[src/rtl/pong_game_sequencer_pkg.sv]
// Shared definitions for the Pong game-flow sequencer.
// Contents:
//   state_t      - 2-bit game state encoding
//   ctl_t        - bundle of the control nets driven to the playfield
//   DEF_*        - default timing and score constants
//   decode_ctl() - control-net values that belong to each state
package pong_game_sequencer_pkg;

    typedef enum logic [1:0] {
        ST_ATTRACT    = 2'd0,
        ST_RESET      = 2'd1,
        ST_SERVE_WAIT = 2'd2,
        ST_PLAY       = 2'd3
    } state_t;

    typedef struct packed {
        logic attract;
        logic stop_g;
        logic srst;
        logic rst_speed;
        logic serve;
    } ctl_t;

    localparam int DEF_CLK_HZ       = 7_159_000;
    localparam int DEF_SERVE_DLY_MS = 1700;
    localparam int DEF_WIN_SCORE    = 11;
    localparam int DEF_MAX_CREDITS  = 9;
    localparam int DEF_SRST_CYCLES  = 16;

    function automatic ctl_t decode_ctl(input state_t s);
        ctl_t c;
        c = '0;
        case (s)
            ST_ATTRACT: begin
                c.attract = 1'b1;
                c.stop_g  = 1'b1;
            end
            ST_RESET:      c.srst      = 1'b1;
            ST_SERVE_WAIT: c.rst_speed = 1'b1;
            ST_PLAY:       c.serve     = 1'b1;
            default:       c = '0;
        endcase
        return c;
    endfunction

endpackage

[src/rtl/pong_game_sequencer_rise_det.sv]
// rise_det: registered rising-edge detector.
// Ports:
//   clk   - clock, rising edge
//   rst   - asynchronous active-high reset
//   d     - synchronous input level
//   pulse - one-cycle pulse, registered on the edge after d was seen
//           high with the history register low
module rise_det (
    input  logic clk,
    input  logic rst,
    input  logic d,
    output logic pulse
);

    logic hist;

    // NOTE: state registers use non-blocking assignments so every flop
    // samples pre-edge values regardless of statement order.
    always_ff @(posedge clk or posedge rst) begin
        if (rst) begin
            hist  <= 1'b0;
            pulse <= 1'b0;
        end else begin
            hist  <= d;
            pulse <= d & ~hist;
        end
    end

endmodule

[src/rtl/pong_game_sequencer.sv]
// pong_game_sequencer: game-flow controller for the Pong core.
// Takes coins into a saturating credit count, starts a game by spending a
// credit, pulses the score reset, times the serve delay, scores misses and
// returns to attract mode at the winning score.
// Ports:
//   clk7_159            - system clock, rising edge
//   rst                 - asynchronous active-high reset
//   coin_sw             - coin switch level (rising edge adds a credit)
//   miss_l / miss_r     - ball passed left / right paddle (rising edge)
//   srst / _srst        - score/game reset and complement
//   rst_speed           - hold ball speed at minimum
//   attract / _attract  - attract mode and complement
//   serve / _serve      - ball in play and complement
//   stop_g              - game stopped
//   score_l / score_r   - player scores
//   credits             - credits available
module pong_game_sequencer
    import pong_game_sequencer_pkg::*;
#(
    parameter int CLK_HZ       = DEF_CLK_HZ,
    parameter int SERVE_DLY_MS = DEF_SERVE_DLY_MS,
    parameter int WIN_SCORE    = DEF_WIN_SCORE,
    parameter int MAX_CREDITS  = DEF_MAX_CREDITS,
    parameter int SRST_CYCLES  = DEF_SRST_CYCLES
) (
    input  logic       clk7_159,
    input  logic       rst,
    input  logic       coin_sw,
    input  logic       miss_l,
    input  logic       miss_r,
    output logic       srst,
    output logic       _srst,
    output logic       rst_speed,
    output logic       attract,
    output logic       _attract,
    output logic       serve,
    output logic       _serve,
    output logic       stop_g,
    output logic [3:0] score_l,
    output logic [3:0] score_r,
    output logic [3:0] credits
);

    localparam int SERVE_CYCLES = CLK_HZ / 1000 * SERVE_DLY_MS;
    // The one counter serves both RESET and SERVE_WAIT, so it must hold
    // the larger of the two reload values.
    localparam int CNT_MAX = (SERVE_CYCLES > SRST_CYCLES) ? SERVE_CYCLES : SRST_CYCLES;
    localparam int CNT_W   = (CNT_MAX > 1) ? $clog2(CNT_MAX) : 1;

    localparam logic [CNT_W-1:0] SRST_LOAD  = CNT_W'(SRST_CYCLES - 1);
    localparam logic [CNT_W-1:0] SERVE_LOAD = CNT_W'(SERVE_CYCLES - 1);
    localparam logic [3:0]       WIN        = 4'(WIN_SCORE);
    localparam logic [3:0]       CRED_MAX   = 4'(MAX_CREDITS);

    state_t           state;
    ctl_t             ctl;
    logic [CNT_W-1:0] cnt;
    logic             coin_ev, miss_l_ev, miss_r_ev;
    logic             start_game;
    logic [3:0]       score_l_inc, score_r_inc;

    rise_det u_coin   (.clk(clk7_159), .rst(rst), .d(coin_sw), .pulse(coin_ev));
    rise_det u_miss_l (.clk(clk7_159), .rst(rst), .d(miss_l),  .pulse(miss_l_ev));
    rise_det u_miss_r (.clk(clk7_159), .rst(rst), .d(miss_r),  .pulse(miss_r_ev));

    assign start_game  = (state == ST_ATTRACT) && (credits != 4'd0);
    assign score_l_inc = score_l + 4'd1;
    assign score_r_inc = score_r + 4'd1;

    always_ff @(posedge clk7_159 or posedge rst) begin
        if (rst) begin
            state   <= ST_ATTRACT;
            ctl     <= decode_ctl(ST_ATTRACT);
            cnt     <= '0;
            score_l <= 4'd0;
            score_r <= 4'd0;
            credits <= 4'd0;
        end else begin
            // A coin landing on the consuming edge cancels out.
            if (coin_ev && !start_game && credits != CRED_MAX)
                credits <= credits + 4'd1;
            else if (start_game && !coin_ev)
                credits <= credits - 4'd1;

            // Control nets are reloaded together with the state so they
            // leave the flops already matching the new state.
            case (state)
                ST_ATTRACT: begin
                    if (start_game) begin
                        score_l <= 4'd0;
                        score_r <= 4'd0;
                        cnt     <= SRST_LOAD;
                        state   <= ST_RESET;
                        ctl     <= decode_ctl(ST_RESET);
                    end
                end
                ST_RESET: begin
                    if (cnt == '0) begin
                        cnt   <= SERVE_LOAD;
                        state <= ST_SERVE_WAIT;
                        ctl   <= decode_ctl(ST_SERVE_WAIT);
                    end else begin
                        cnt <= cnt - 1'b1;
                    end
                end
                ST_SERVE_WAIT: begin
                    if (cnt == '0) begin
                        state <= ST_PLAY;
                        ctl   <= decode_ctl(ST_PLAY);
                    end else begin
                        cnt <= cnt - 1'b1;
                    end
                end
                ST_PLAY: begin
                    // miss_l wins a tie, so only score_r moves.
                    if (miss_l_ev) begin
                        score_r <= score_r_inc;
                        if (score_r_inc == WIN) begin
                            state <= ST_ATTRACT;
                            ctl   <= decode_ctl(ST_ATTRACT);
                        end else begin
                            cnt   <= SERVE_LOAD;
                            state <= ST_SERVE_WAIT;
                            ctl   <= decode_ctl(ST_SERVE_WAIT);
                        end
                    end else if (miss_r_ev) begin
                        score_l <= score_l_inc;
                        if (score_l_inc == WIN) begin
                            state <= ST_ATTRACT;
                            ctl   <= decode_ctl(ST_ATTRACT);
                        end else begin
                            cnt   <= SERVE_LOAD;
                            state <= ST_SERVE_WAIT;
                            ctl   <= decode_ctl(ST_SERVE_WAIT);
                        end
                    end
                end
                default: begin
                    state <= ST_ATTRACT;
                    ctl   <= decode_ctl(ST_ATTRACT);
                end
            endcase
        end
    end

    assign attract   = ctl.attract;
    assign stop_g    = ctl.stop_g;
    assign srst      = ctl.srst;
    assign rst_speed = ctl.rst_speed;
    assign serve     = ctl.serve;
    assign _attract  = ~ctl.attract;
    assign _srst     = ~ctl.srst;
    assign _serve    = ~ctl.serve;

endmodule

[config.mk]
export PLATFORM = sky130hd
export DESIGN_NAME = pong_game_sequencer
export DESIGN_NICKNAME = d
export VERILOG_FILES = /design/src/rtl/pong_game_sequencer_pkg.sv /design/src/rtl/pong_game_sequencer_rise_det.sv /design/src/rtl/pong_game_sequencer.sv
export SDC_FILE = /design/constraint.sdc
export NUM_CORES = 1
export LEC_CHECK = 0
export CAP_MARGIN = 5
export CORE_MARGIN = 5
export CORE_UTILIZATION = 50
export DETAILED_ROUTE_END_ITERATION = 6
export PLACE_DENSITY_LB_ADDON = 0.12
export SLEW_MARGIN = 10
export SYNTH_ARGS = -nofsm -noshare
export SYNTH_HDL_FRONTEND = slang
export SYNTH_SLANG_ARGS = --single-unit
[constraint.sdc]
create_clock -name clk7_159 -period 2.84 [get_ports clk7_159]
set_clock_uncertainty 0.15 [all_clocks]
set_input_delay 0.284 -clock clk7_159 [delete_from_list [all_inputs] [get_ports clk7_159]]
set_output_delay 0.284 -clock clk7_159 [all_outputs]
set_load 0.01 [all_outputs]
Word level (Yosys, flattened, before mapping) --
Index checks and enable logic that the tools add are counted.
Cells by class: reduce and logical (&&, ||, !) cells 15, bitwise operators 9, add/sub/neg operators 5, muxes and demuxes 32, eq/ne operators 16
Operators by type and width (count):
- two-way mux 24 bit | 7
- one-hot mux 24 bit (4 select lines) | 1
- two-way mux 5 bit | 7
- logical NOT 24 bit | 1
- two-way mux 4 bit | 6
- subtractor 24 x 1 -> 24 bit (second input constant) | 1
- one-hot mux 5 bit (4 select lines) | 1
- one-hot mux 4 bit (2 select lines) | 2
- two-way mux 2 bit | 7
- adder 4 x 1 -> 4 bit (second input constant) | 3
- != test 2 bit (second input constant) | 5
- == test 4 bit (second input constant) | 2
- one-hot mux 2 bit (4 select lines) | 1
- AND reduction 4 bit | 2
- inverter 1 bit | 6
- AND reduction 5 bit | 1
- == test 2 bit (second input constant) | 2
- logical AND 1 bit | 4
- != test 2 x 1 -> 1 bit (second input constant) | 2
- != test 4 bit (second input constant) | 1
- nonzero test 2 bit | 2
- nonzero test 4 bit | 1
- subtractor 4 x 1 -> 4 bit (second input constant) | 1
- AND 1 bit | 3
- 7 further kinds | 8
Storage, ports and cells: flip-flop bits (word level) 49, output and inout port bits 20, word-level logic and storage cells 93

Depth between registers and ports, before layout --
depth in word-level cells 6, mapped depth 10, gate-level depth less buffers 8

By module --
From an unflattened synthesis, not the netlist that was laid out.
Unflattened totals: cell total of the unflattened synthesis 314, area, all modules 2855.2 sq um
By module, submodules not included:
- pong_game_sequencer | instances 1, cells each 302, area an instance 2652.5 sq um
- rise_det | instances 3, cells each 4, area an instance 67.6 sq um

Least setup slack after synthesis --
OpenSTA, ideal clock, no wires.
path type register -> register, start register state[1], end register credits[3], arrival 2.327 ns, path slack 0.284 ns, required time 2.611 ns, path buffers 1, period minus slack after synthesis 2.556 ns, stages on the path, launching flop included 10, cell sequence dfrtp_1 -> clkbuf_1 -> nor2_1 -> a21oi_1 -> o21ai_1 -> ha_1 -> a21o_1 -> a21oi_1 -> mux2i_1 -> xor2_1
On the way: cells in the longest elaborated chain, start to end 6
Ends and longest elaborated chain:
- from (decl) | line pong_game_sequencer.sv:55 | state_t state;
- from (signal assigned) | line pong_game_sequencer.sv:72 | state <= ST_ATTRACT;
- from (signal assigned) | line pong_game_sequencer.sv:93 | state <= ST_RESET;
- from (signal assigned) | line pong_game_sequencer.sv:100 | state <= ST_SERVE_WAIT;
- logical NOT 2 bit * | line pong_game_sequencer.sv:66 | assign start_game = (state == ST_ATTRACT) && (credits != 4'd0);
- logical AND 1 bit * | line pong_game_sequencer.sv:66
- logical NOT 1 bit | line pong_game_sequencer.sv:80 | if (coin_ev && !start_game && credits != CRED_MAX)
- logical AND 1 bit (2 in a row) | line pong_game_sequencer.sv:80
- two-way mux 4 bit / nonzero test 2 bit (equally long branches)
- to (signal assigned) | line pong_game_sequencer.sv:81 | credits <= credits + 4'd1;
- to (signal assigned) | line pong_game_sequencer.sv:83 | credits <= credits - 4'd1;
- to (decl) | line pong_game_sequencer.sv:41 | output logic [3:0] credits
Mark *: on every way between the ends. The rest lies on a longest branch, timed or not. A chain may end at the register's enable or synchronous reset.

Worst setup path in the final report --
start register cnt[6], end register cnt[17]
On the way: cells in the longest elaborated chain, start to end 3
Ends and longest elaborated chain:
- from (decl) | line pong_game_sequencer.sv:57 | logic [CNT_W-1:0] cnt;
- from (signal assigned) | line pong_game_sequencer.sv:103 | cnt <= cnt - 1'b1;
- from (signal assigned) | line pong_game_sequencer.sv:111 | cnt <= cnt - 1'b1;
- subtractor 24 x 1 -> 24 bit / logical NOT 24 bit (equally long branches)
- two-way mux 24 bit (tied with other cells) | line pong_game_sequencer.sv:107 | if (cnt == '0) begin
- one-hot mux 24 bit (4 select lines) / AND reduction 5 bit (equally long branches)
Parallel ways exist; a longest one is shown, timed or not. The select of a mux whose other input is x is not followed.

==> run_results.csv <==
group,metric,value,unit
drt,routed_wl,7310,µm
clocking,cts_hold_buf,0,
synthesis,synthTopCellsByArea,"dfrtp_1, nor2_1, a21oi_1, nand2_1, ha_1",
clocking,clkTransAtPathRegs,100,ps
timing,tns,0,ps
pwr,p_per_area,990,mW/mm²
cells_and_area,antenna_cells,0,
grt,grt.total_usage,0.211,
setup_path,r2r-end,"cnt[17]$_DFFE_PP0P_",
timing,relSlewSlack,0.557,
die,die_area,0.00744,mm²
drt,drt-initial-drc-count,165,
die,io_pins,25,
synthesis,synth_seq_cells,48,
timing,fmax,0.371,GHz
grt,antenna_found_initial,0,
drt,wl_met2,3270,µm
grt,grt_first_pass_wirelength,12500,µm
flow_run,drv_cap,0,
drt,ant_nets,0,
synthesis,netlist.area_leader.share,0.404,
synthesis,synth_cells,322,
place,portBuffers,24,
clocking,numCtsBuffers,5,
clocking,post_cts_buffers,0,
drt,top_layer_used,"met4",
die,die_h,86.3,µm
cells_and_area,layout-drive-gt1-share,0.104,
timing,tightestPinTransition,664,ps
setup_path,r2r-start,"cnt[6]$_DFFE_PP0P_",
die,rows,27,
pwr,vdd_drop_max,0.510,mV
grt,grt_pass1_vias,2458,
timing,min_period,2690,ps
timing,fin_crit_sh,0.949,
drt,drc_errors,0,
setup_path,rrSetupSlack,150,ps
setup_path,cp-start-kind,"flop",
clocking,cts_tree,"yes",
timing,slew_viol_final,0,
place,hpwl,5370,µm
drt,wl_per_cell,17.0,µm
min_path,hold_class,"in -> async",
place,gp_congestion,0.903,
clocking,clock_sinks,48,
clocking,clock_latency,310,ps
drt,num_vias,2646,
drt,vias_per_cell,6.17,
synthesis,syn_area,0.00291,mm²
synthesis,ys.warnings.count,0,
timing,setup_viol,0,
drt,wl_met1,3560,µm
clocking,cts_root_buf,"clkbuf_8",
die,initial_core_util,0.522,
pwr,p_leak,1.46,nW
synthesis,synth.net_count,336,
synthesis,ys_types,61,
cells_and_area,area_growth_syn_to_layout,17.7,%
die,core-area,0.00557,mm²
setup_path,required,2890,ps
synthesis,syn_area_per_cell,9.03,µm²
clocking,clockBufferDepth,2,
timing,rsz0062_at_grt,"false",
synthesis,synth_edf_count,0,
outcome,status,"finished clean",
timing,final-hold-violation-count,0,
setup_path,critPathCapture,"cnt[17]$_DFFE_PP0P_",
synthesis,ys_async_sr_fraction,1.00,
synthesis,synth_top_area_cell,"dfrtp_1",
synthesis,synth_most_common_cell,"dfrtp_1",
cells_and_area,post-route-util,0.614,
drt,met3RoutedLength,340,µm
synthesis,seq_area_frac_synth,0.413,
drt,first_pass_iters,4,
grt,grt_max_degree,49,
clocking,htree_levels,2,
synthesis,ys_top_cells_by_count,"dfrtp_1, nor2_1, nand2_1, a21oi_1, nand3_1",
setup_path,critPathLaunch,"cnt[6]$_DFFE_PP0P_",
setup_path,path_class,"reg -> reg",
synthesis,yosys_most_used_dff,"dfrtp_1",
setup_path,crit_fanout,7,
grt,grt_overflow_total,0,
setup_path,endpoint_kind,"flop",
die,die_w,86.3,µm
setup_path,rr_worst_depth,6,
setup_path,cp_data_arrival_time,2740,ps
cells_and_area,fin_nets,370,
[placed cells by master, fill, tap and decap left out, drive strengths merged, types with 3 or more instances in the layout]
cell type      count
dfrtp             47
nor2              35
nand2             27
o21ai             25
clkdlybuf4s50     24
a21oi             21
nand3             15
buf               14
inv               14
or4               11
nand4              8
ha                 8
nor4               8
a21o               6
o31ai              6
xnor2              5
or3                5
clkbuf             5
xor2               4
o22ai              4
a221o              4
o211ai             4
or2                4
nand2b             3
nand4b             3
and2               3
a311oi             3
o221ai             3
nor2b              3
nor3               3
a211oi             3
mux2               3
[layout make-up]
class	instances	area, µm²
Sequential cell	48	1200
Fill cell	514	2150
Clock buffer	5	68.8
Timing Repair Buffer	38	358
Multi-Input combinational cell	250	1610
Clock inverter	3	46.3
Inverter	13	48.8
Tap cell	72	90.1
[worst min-delay path by stage]
stage                                    end  slack (ps)  cells past startpoint
floorplan              u_coin.hist$_DFF_PP0_         170                      0
global placement    u_miss_l.pulse$_DFF_PP0_         230                      1
detailed placement  u_miss_l.pulse$_DFF_PP0_         240                      1
CTS                  u_miss_l.hist$_DFF_PP0_         200                      3
global route         u_miss_l.hist$_DFF_PP0_         230                      3
finish               u_miss_l.hist$_DFF_PP0_         180                      3
[report_power, final]
group / switching [mW] / internal [mW]
logic: 0.958 / 0.702
clock network: 0.256 / 0.266
registers: 0.317 / 0.891
[registers in the layout (all words and copies together), names as in the netlist, 2 cells and up]
name     flops
credits      4
cnt         24
state        2
score_r      4
score_l      4
[cells by family after synthesis]
family,after synthesis,share of synthesized area
DFF,48,0.413
AOI/OAI and AO/OA,95,0.218
buffers and inverters,24,0.0353
xor gates and xnor gates,9,0.0271
and+or+nand+nor,133,0.250
adders and majority gates,9,0.0413
muxes,4,0.0151
[timing repair]
item                       CTS  global route
resized for setup            0             2
setup endpoints to repair    0             4
hold endpoints to repair     0             0
[worst max-delay path, cell delays in order, from the launching register on]
cell and delay (ps):
dfrtp_1 450, or4_1 690, or4_4 580, or3_1 340, a211oi_2 180, xnor2_1 160
nor2_2 40
[metal layers]
layer / GRT usage / vias up
met2: 0.312 / 69
met3: 0.0371 / 11
met4: 0.0609 / 0
li1: - / 1285
met1: 0.315 / 1281
met5: 0 / -
[stage by stage]
stage / instance area, µm² / setup WS (ps) / hold WS (ps) / cells / total power, mW
2_1_floorplan: 2910 / 284 / 165 / 322 / 2.27
4_1_cts: 3420 / 138 / 197 / 429 / 3.38
6_report: 3420 / 145 / 178 / 429 / 3.39
3_5_place_dp: 3300 / 186 / 238 / 421 / 2.85
3_3_place_gp: 3300 / 231 / 231 / 421 / 2.80
5_1_grt: 3420 / 46.4 / 226 / 429 / 3.66
Note: power is estimated with default switching activity, not from simulation.
